[src/rtl/bano_arbiter.sv]
// bano_arbiter
//   Shares one batch-norm output path between NUM_REQ PE-cluster streams.
//   Round-robin, burst-limited grants. Every accepted word is arithmetically
//   right-shifted by the granted requester's shift amount and then lands in a
//   single registered enable/data stream toward the output buffer.
//
// Ports
//   clk_i        clock, rising edge
//   rst_ni       asynchronous active-low reset
//   cfg_we_i     shift-register write strobe
//   cfg_sel_i    requester index for the config write (out-of-range ignored)
//   cfg_shift_i  shift amount to store
//   req_enable_i per-requester valid
//   req_data_i   per-requester data, requester k at [k*DATA_BITWIDTH +: DATA_BITWIDTH]
//   req_ready_o  per-requester ready (at most one bit high)
//   enable_o     output valid (registered)
//   data_o       shifted output word (registered)
//   ready_i      downstream ready
//   grant_o      one-hot current grant, zero when idle
//   busy_o       high while a grant is held
module bano_arbiter #(
  parameter int DATA_BITWIDTH  = 20,
  parameter int NUM_REQ        = 4,
  parameter int BURST_LEN      = 8,
  parameter int SHIFT_BITWIDTH = 5
) (
  input  logic                               clk_i,
  input  logic                               rst_ni,
  input  logic                               cfg_we_i,
  input  logic [$clog2(NUM_REQ)-1:0]         cfg_sel_i,
  input  logic [SHIFT_BITWIDTH-1:0]          cfg_shift_i,
  input  logic [NUM_REQ-1:0]                 req_enable_i,
  input  logic [NUM_REQ*DATA_BITWIDTH-1:0]   req_data_i,
  output logic [NUM_REQ-1:0]                 req_ready_o,
  output logic                               enable_o,
  output logic [DATA_BITWIDTH-1:0]           data_o,
  input  logic                               ready_i,
  output logic [NUM_REQ-1:0]                 grant_o,
  output logic                               busy_o
);

  localparam int SEL_W = $clog2(NUM_REQ);
  localparam int CNT_W = $clog2(BURST_LEN + 1);
  localparam logic [SEL_W:0] NUM_REQ_W = (SEL_W+1)'(NUM_REQ);

  typedef enum logic {IDLE, GRANT} state_t;

  state_t                      state_reg;
  logic [SEL_W-1:0]            grant_idx_reg;
  logic [SEL_W-1:0]            rr_ptr_reg;
  logic [CNT_W-1:0]            burst_cnt_reg;
  logic [SHIFT_BITWIDTH-1:0]   shift_reg [NUM_REQ];
  logic                        out_en_reg;
  logic [DATA_BITWIDTH-1:0]    out_data_reg;

  logic [DATA_BITWIDTH-1:0]    data_arr [NUM_REQ];

  // Per-requester slices, shift registers, grant and ready decode
  genvar gi;
  generate
    for (gi = 0; gi < NUM_REQ; gi++) begin : g_req
      assign data_arr[gi]    = req_data_i[gi*DATA_BITWIDTH +: DATA_BITWIDTH];
      assign grant_o[gi]     = (state_reg == GRANT) && (grant_idx_reg == SEL_W'(gi));
      assign req_ready_o[gi] = grant_o[gi] && (!out_en_reg || ready_i);

      // Equality decode means an index >= NUM_REQ matches no register.
      always_ff @(posedge clk_i or negedge rst_ni) begin
        if (!rst_ni) begin
          shift_reg[gi] <= '0;
        end else if (cfg_we_i && (cfg_sel_i == SEL_W'(gi))) begin
          shift_reg[gi] <= cfg_shift_i;
        end
      end
    end
  endgenerate

  // Round-robin pick: first set request at or above the pointer, wrapping.
  // Walking offsets from high to low lets the smallest offset win.
  logic             pick_valid;
  logic [SEL_W-1:0] pick_idx;
  logic [SEL_W:0]   cand;

  always_comb begin
    pick_valid = 1'b0;
    pick_idx   = '0;
    cand       = '0;
    for (int i = NUM_REQ - 1; i >= 0; i--) begin
      cand = {1'b0, rr_ptr_reg} + (SEL_W+1)'(i);
      if (cand >= NUM_REQ_W) begin
        cand = cand - NUM_REQ_W;
      end
      if (req_enable_i[cand[SEL_W-1:0]]) begin
        pick_valid = 1'b1;
        pick_idx   = cand[SEL_W-1:0];
      end
    end
  end

  // Granted-requester datapath
  logic                             gnt_active;
  logic                             g_enable;
  logic                             xfer;
  logic                             last_word;
  logic                             release_grant;
  logic [CNT_W-1:0]                 cnt_inc;
  logic signed [DATA_BITWIDTH-1:0]  g_word;
  logic [SHIFT_BITWIDTH-1:0]        g_shift;
  logic signed [DATA_BITWIDTH-1:0]  shifted_word;
  logic [SEL_W:0]                   g_plus_one;
  logic [SEL_W-1:0]                 ptr_next;

  assign gnt_active    = (state_reg == GRANT);
  assign g_enable      = req_enable_i[grant_idx_reg];
  assign xfer          = gnt_active && g_enable && (!out_en_reg || ready_i);
  assign cnt_inc       = burst_cnt_reg + CNT_W'(1);
  assign last_word     = (cnt_inc == CNT_W'(BURST_LEN));
  // A requester held off only by downstream backpressure keeps its grant.
  assign release_grant = gnt_active && (!g_enable || (xfer && last_word));

  assign g_word  = data_arr[grant_idx_reg];
  assign g_shift = shift_reg[grant_idx_reg];
  // Arithmetic shift sign-fills, so amounts >= DATA_BITWIDTH give 0 or -1.
  assign shifted_word = g_word >>> g_shift;

  assign g_plus_one = {1'b0, grant_idx_reg} + (SEL_W+1)'(1);
  assign ptr_next   = (g_plus_one == NUM_REQ_W) ? '0 : g_plus_one[SEL_W-1:0];

  // Arbiter FSM
  always_ff @(posedge clk_i or negedge rst_ni) begin
    if (!rst_ni) begin
      state_reg     <= IDLE;
      grant_idx_reg <= '0;
      rr_ptr_reg    <= '0;
      burst_cnt_reg <= '0;
    end else begin
      case (state_reg)
        IDLE: begin
          if (pick_valid) begin
            state_reg     <= GRANT;
            grant_idx_reg <= pick_idx;
            burst_cnt_reg <= '0;
          end
        end
        GRANT: begin
          if (xfer) begin
            burst_cnt_reg <= cnt_inc;
          end
          if (release_grant) begin
            state_reg  <= IDLE;
            rr_ptr_reg <= ptr_next;
          end
        end
        default: state_reg <= IDLE;
      endcase
    end
  end

  // Output register drains independently of the arbiter state; a drain and a
  // new transfer in the same cycle simply reload it.
  always_ff @(posedge clk_i or negedge rst_ni) begin
    if (!rst_ni) begin
      out_en_reg   <= 1'b0;
      out_data_reg <= '0;
    end else if (xfer) begin
      out_en_reg   <= 1'b1;
      out_data_reg <= shifted_word;
    end else if (ready_i) begin
      out_en_reg   <= 1'b0;
    end
  end

  assign enable_o = out_en_reg;
  assign data_o   = out_data_reg;
  assign busy_o   = gnt_active;

endmodule
[config.mk]
export PLATFORM = sky130hd
export DESIGN_NAME = bano_arbiter
export DESIGN_NICKNAME = d
export VERILOG_FILES = /design/src/rtl/bano_arbiter.sv
export SDC_FILE = /design/constraint.sdc
export NUM_CORES = 1
export LEC_CHECK = 0
export CORE_AREA = 2 2 93 95
export CTS_CLUSTER_DIAMETER = 30
export CTS_CLUSTER_SIZE = 25
export DETAILED_ROUTE_END_ITERATION = 16
export DIE_AREA = 0 0 95 97
export PLACE_DENSITY = 0.77
export RECOVER_POWER = 100
export SLEW_MARGIN = 20
export SYNTH_ARGS = -nofsm -noshare
export SYNTH_HDL_FRONTEND = slang
export SYNTH_SLANG_ARGS = --single-unit
[constraint.sdc]
create_clock -name clk_i -period 3.15 [get_ports clk_i]
set_input_delay 0.63 -clock clk_i [delete_from_list [all_inputs] [get_ports clk_i]]
set_output_delay 0.63 -clock clk_i [all_outputs]
set_load 0.05 [all_outputs]
# Word-level counts from Yosys, hierarchy flattened
# Index checks and enable logic that the tools add are counted.
# classes
n_div,0
n_mul,0
shift,1
order_cmp,10
n_mux,37
n_addsub,9
n_reduce_logical,26
n_eq_ne,10
bitwise_logic,2
# op_table
operator,count
$bmux 20 s2,1
$mux 20,2
$sshr 20x5->20,1
$mux 2,9
$logic_and 1x1->1,16
$lt 2x3->1 const B,5
$mux 1,13
$ge 3x3->1 const B,4
$bmux 1 s2,5
$bmux 5 s2,1
$mux 5,2
$eq 2x2->1 const B,4
$mux 4,2
$pmux 4 s2,1
$sub 2x1->2 const B,4
$add 2x1->3 const B,2
$add 2x2->3 const B,2
$reduce_and 2->1,3
$add 4x1->4 const B,1
$eq 2x1->1 const B,2
$eq 4x4->1 const B,1
$logic_not 2->1,2
$eq 3x3->1 const B,1
$ge 2x3->1 const B,1
8 further kinds,10
# word_totals
ff_bits,50
latchBits,0
out_inout_bits,30
mem_bits_ro,0
mem_bits_rw,0
mem_count,0

# Logic depth before layout (Yosys ltp)
# logic_depth
word_depth,11
depth_mapped,10
ltp_nobuf,7

# Worst setup path after synthesis
# OpenSTA, ideal clock, no wires.
# synth_timing
path_kind,register -> output
startpoint,reg grant_idx_reg[1]
endpoint,out req_ready_o[0]
t_arrival_ps,2125
setup_slack_ps,395
path_stages_with_launch,8
n_path_buf,3
path_cell_list,dfrtp_1 > buf_2 > buf_1 > buf_2 > inv_1 > ha_1 > and2_1 > and2_1
# synth_via
elab_chain_cells,3
# synth_rtl
element,line,source
"start, declared",49,logic [SEL_W-1:0] grant_idx_reg;
"start signal, assigned",140,grant_idx_reg <= pick_idx;
$logic_not 2->1,63,assign grant_o[gi] = (state_reg == GRANT) && (grant_idx_reg == SEL_W'(gi));
$logic_and 1x1->1,63,
named net grant_o[0],38,"output logic [NUM_REQ-1:0] grant_o,"
$logic_and 1x1->1,64,assign req_ready_o[gi] = grant_o[gi] && (!out_en_reg || ready_i);
"end, declared",34,"output logic [NUM_REQ-1:0] req_ready_o,"
# The timed path passes the listed nets, and every way through them passes these cells.

# Worst setup path in the final report
# layout_timing
startpoint,reg grant_idx_reg[0]
endpoint,reg out_data_reg[3] (netlist: data_o[3])
# layout_via
elab_chain_cells,5
# layout_rtl
element,line,source
$not 2->3 (not written as such),"120, 121",
$bmux 20 s2 / $bmux 5 s2 (equally long branches),"120, 121",
$mux 20 (not written as such) / $mux 5 (equally long branches) (2 in a row),"120, 121",
$sshr 20x5->20,123,assign shifted_word = g_word >>> g_shift;
"end signal, assigned",166,out_data_reg <= shifted_word;
"end, declared",54,logic [DATA_BITWIDTH-1:0] out_data_reg;
# Several ways; a longest one is shown, not always the timed one. The select of a mux whose other input is x is not followed.
# A chain may end at the register's enable or synchronous reset.

==> flow_summary.ini <==
[outcome]
status = finished clean

[global_route]
grt_max_degree = 51
first_global_vias = 3279
grt_antenna_before_repair = 0
grt_usage = 0.220
gr-total-overflow = 0
grt_first_pass_wirelength_um = 16200

[yosys]
synth_ff_type = dfrtp_1
synth_edf_count = 0
yosys_warnings = 0
syn_nets = 437
syn_area_per_cell_um2 = 11.1
async_flop_share = 1.00
synth.area.top_cells = dfrtp_1 (34%), mux4_1 (11%), mux2_2 (9.4%)
yosys.area.top_type_share = 0.335
synthCells = 335
seq_area_frac_synth = 0.335
yosys.area.top_type = dfrtp_1
synth_seq_cells = 50
synthesis.area_um2 = 3730
synth.distinct_cells = 49

[route]
drc = 0
routedWlPerCell_um = 17.2
drt_iter0_markers = 165
ant_nets = 0
viasPerCell = 5.68
wirelength_um = 9730
vias = 3219
first_pass_iters = 4

[critical_path]
endpoint_kind = flop
required_ps = 3340
cp.arrival_ps = 3020
cp-start-kind = flop
crit_type = reg2reg
critPathMaxFanout = 19
r2r_cells = 7

[finish]
fin_cells = 567
final_area_um2 = 5190
antennaDiodeCount = 0
drive_gt1_frac = 0.154
area_growth_pct = 39.3
nNetsFinal = 563

[sta]
clock_skew_ps = 6.18
hold_viol_final = 0
tightest_slew_ps = 1190
min_period_over_period = 0.897
fin_crit_ps = 2830
slew_headroom = 0.206
rsz0062_at_grt = no
setup_slack_ps = 323
setup_viol = 0
drv_slew = 0
fmaxAchievable_ghz = 0.354
final.setup.tns_ps = 0

[die]
die_area_um2 = 9220
num_rows = 33
chipWidth_um = 95
die_h_um = 97
core_area_um2 = 8130
start_util = 0.459
ios = 125

[placed_design]
dp_cells = 559
placed_area_um2 = 5130
globalplace.congestion = 0.894
place_ws_ps = 245
hpwl_um = 7880
portBuffers = 124

[clock_network]
path_clk_slew_ps = 90
cts_buffers = 5
cts_root_buffer = clkbuf_8
clk_path_buf_depth = 2
cts_tree = yes
cts_hold_buf = 0
postCtsSetupRepairBufs = 0
cts.sinks = 50
cts_resized = 0
cts_max_level = 2
insertion_delay_ps = 300

[power]
p_per_area_nw_per_um2 = 1040
leakagePower_uw = 0.00215
ir_drop_uv = 381

[hold_path]
min_path_cells = 2
hp-class = reg2reg

[run]
maxCapViolCount = 0
[cells in the final DEF, fill, tap and decap left out, types with 3 or more instances in the layout]
cell type	netlist	layout
a21oi_1	9	9
a221oi_1	4	4
a22o_1	3	3
a31oi_1	4	4
and2_0	0	3
and2_1	9	6
buf_12	0	4
buf_4	2	12
clkbuf_1	6	9
clkbuf_8	0	5
clkdlybuf4s50_1	0	90
dfrtp_1	50	50
dlygate4sd3_1	0	25
ha_1	7	7
inv_1	5	5
mux2_2	31	30
mux2_4	3	3
mux2i_1	33	34
mux4_1	15	15
mux4_2	12	12
nand2_1	35	35
nand2b_1	3	3
nand3_1	5	5
nor2_1	29	29
nor2b_1	4	4
o21ai_0	20	20
o32a_1	3	3
[worst max-delay path, stage by stage (launching register included)]
cell and delay, ps:
dfrtp_1 460, buf_4 350, mux4_1 610, mux2_1 360, mux2_4 290, mux2i_1 230, nor2_1 80, o32a_1 340
[path summary, 6_finish.rpt]
| path | end | startpoint | slack, ps |
|---|---|---|---|
| worst max-delay path | data_o[3] | grant_idx_reg[0] | 320 |
| worst min-delay path | data_o[13] | data_o[13] | 480 |
| worst max register to register | data_o[3] | grant_idx_reg[0] | 320 |
| worst min register to register | data_o[13] | data_o[13] | 480 |
| max in group asynchronous | busy_o | rst_ni | 1870 |
| min in group asynchronous | shift_reg[5] | rst_ni | 560 |
[synth_stat cells, drive strengths merged, types with 2 or more instances]
cell and instances:
dfrtp 50, nand2 35, mux2 34, mux2i 34, nor2 29, mux4 27, o21ai 20, buf 14
a21oi 9, and2 9, ha 7, clkbuf 6, inv 6, nand3 5, a221oi 4, a31oi 4
nor2b 4, a22o 3, nand2b 3, o32a 3, a2111oi 2, a211oi 2, a22oi 2, and3 2
nand3b 2, nand4 2, nor3b 2
[cells by family (layout without fill, tap and decap cells)]
logic type / count (synthesis) / count (layout) / share of synthesized area
AO/OA/AOI/OAI: 58 / 58 / 0.102
XOR/XNOR: 2 / 2 / 0.00470
adder cells (fa/ha/maj): 7 / 7 / 0.0235
buffers and inverters: 26 / 153 / 0.0362
flip-flops: 50 / 50 / 0.335
multiplexers: 95 / 95 / 0.378
AND/OR/NAND/NOR: 97 / 97 / 0.120
[stage by stage]
stage | power, uW | hold WS (ps) | utilization
2_1_floorplan | 3970 | 334 | -
3_3_place_gp | 5020 | 457 | 0.630
3_5_place_dp | 5080 | 466 | 0.630
5_1_grt | 5790 | 501 | 0.639
6_report | 5400 | 476 | 0.639
4_1_cts | 5540 | 486 | 0.643
[layer usage]
layer  track usage  routed length, um
met5             0                  0
met4        0.0390                 87
met3        0.0319                496
met2         0.371               4930
met1         0.304               4220
[final cells by class]
type | instances | area [um^2]
clock buffer | 7 | 76.3
clock inverter | 1 | 30.0
fill | 679 | 2940
inverter | 6 | 22.5
multi-input combinational | 259 | 2330
sequential | 50 | 1250
tap | 105 | 131
timing repair buffer | 139 | 1350
[report_power, final]
| group | internal (uW) | switching (uW) |
|---|---|---|
| Clock | 238 | 203 |
| Sequential | 878 | 158 |
| Combinational | 1630 | 2290 |
(Power assumes the default switching activity.)
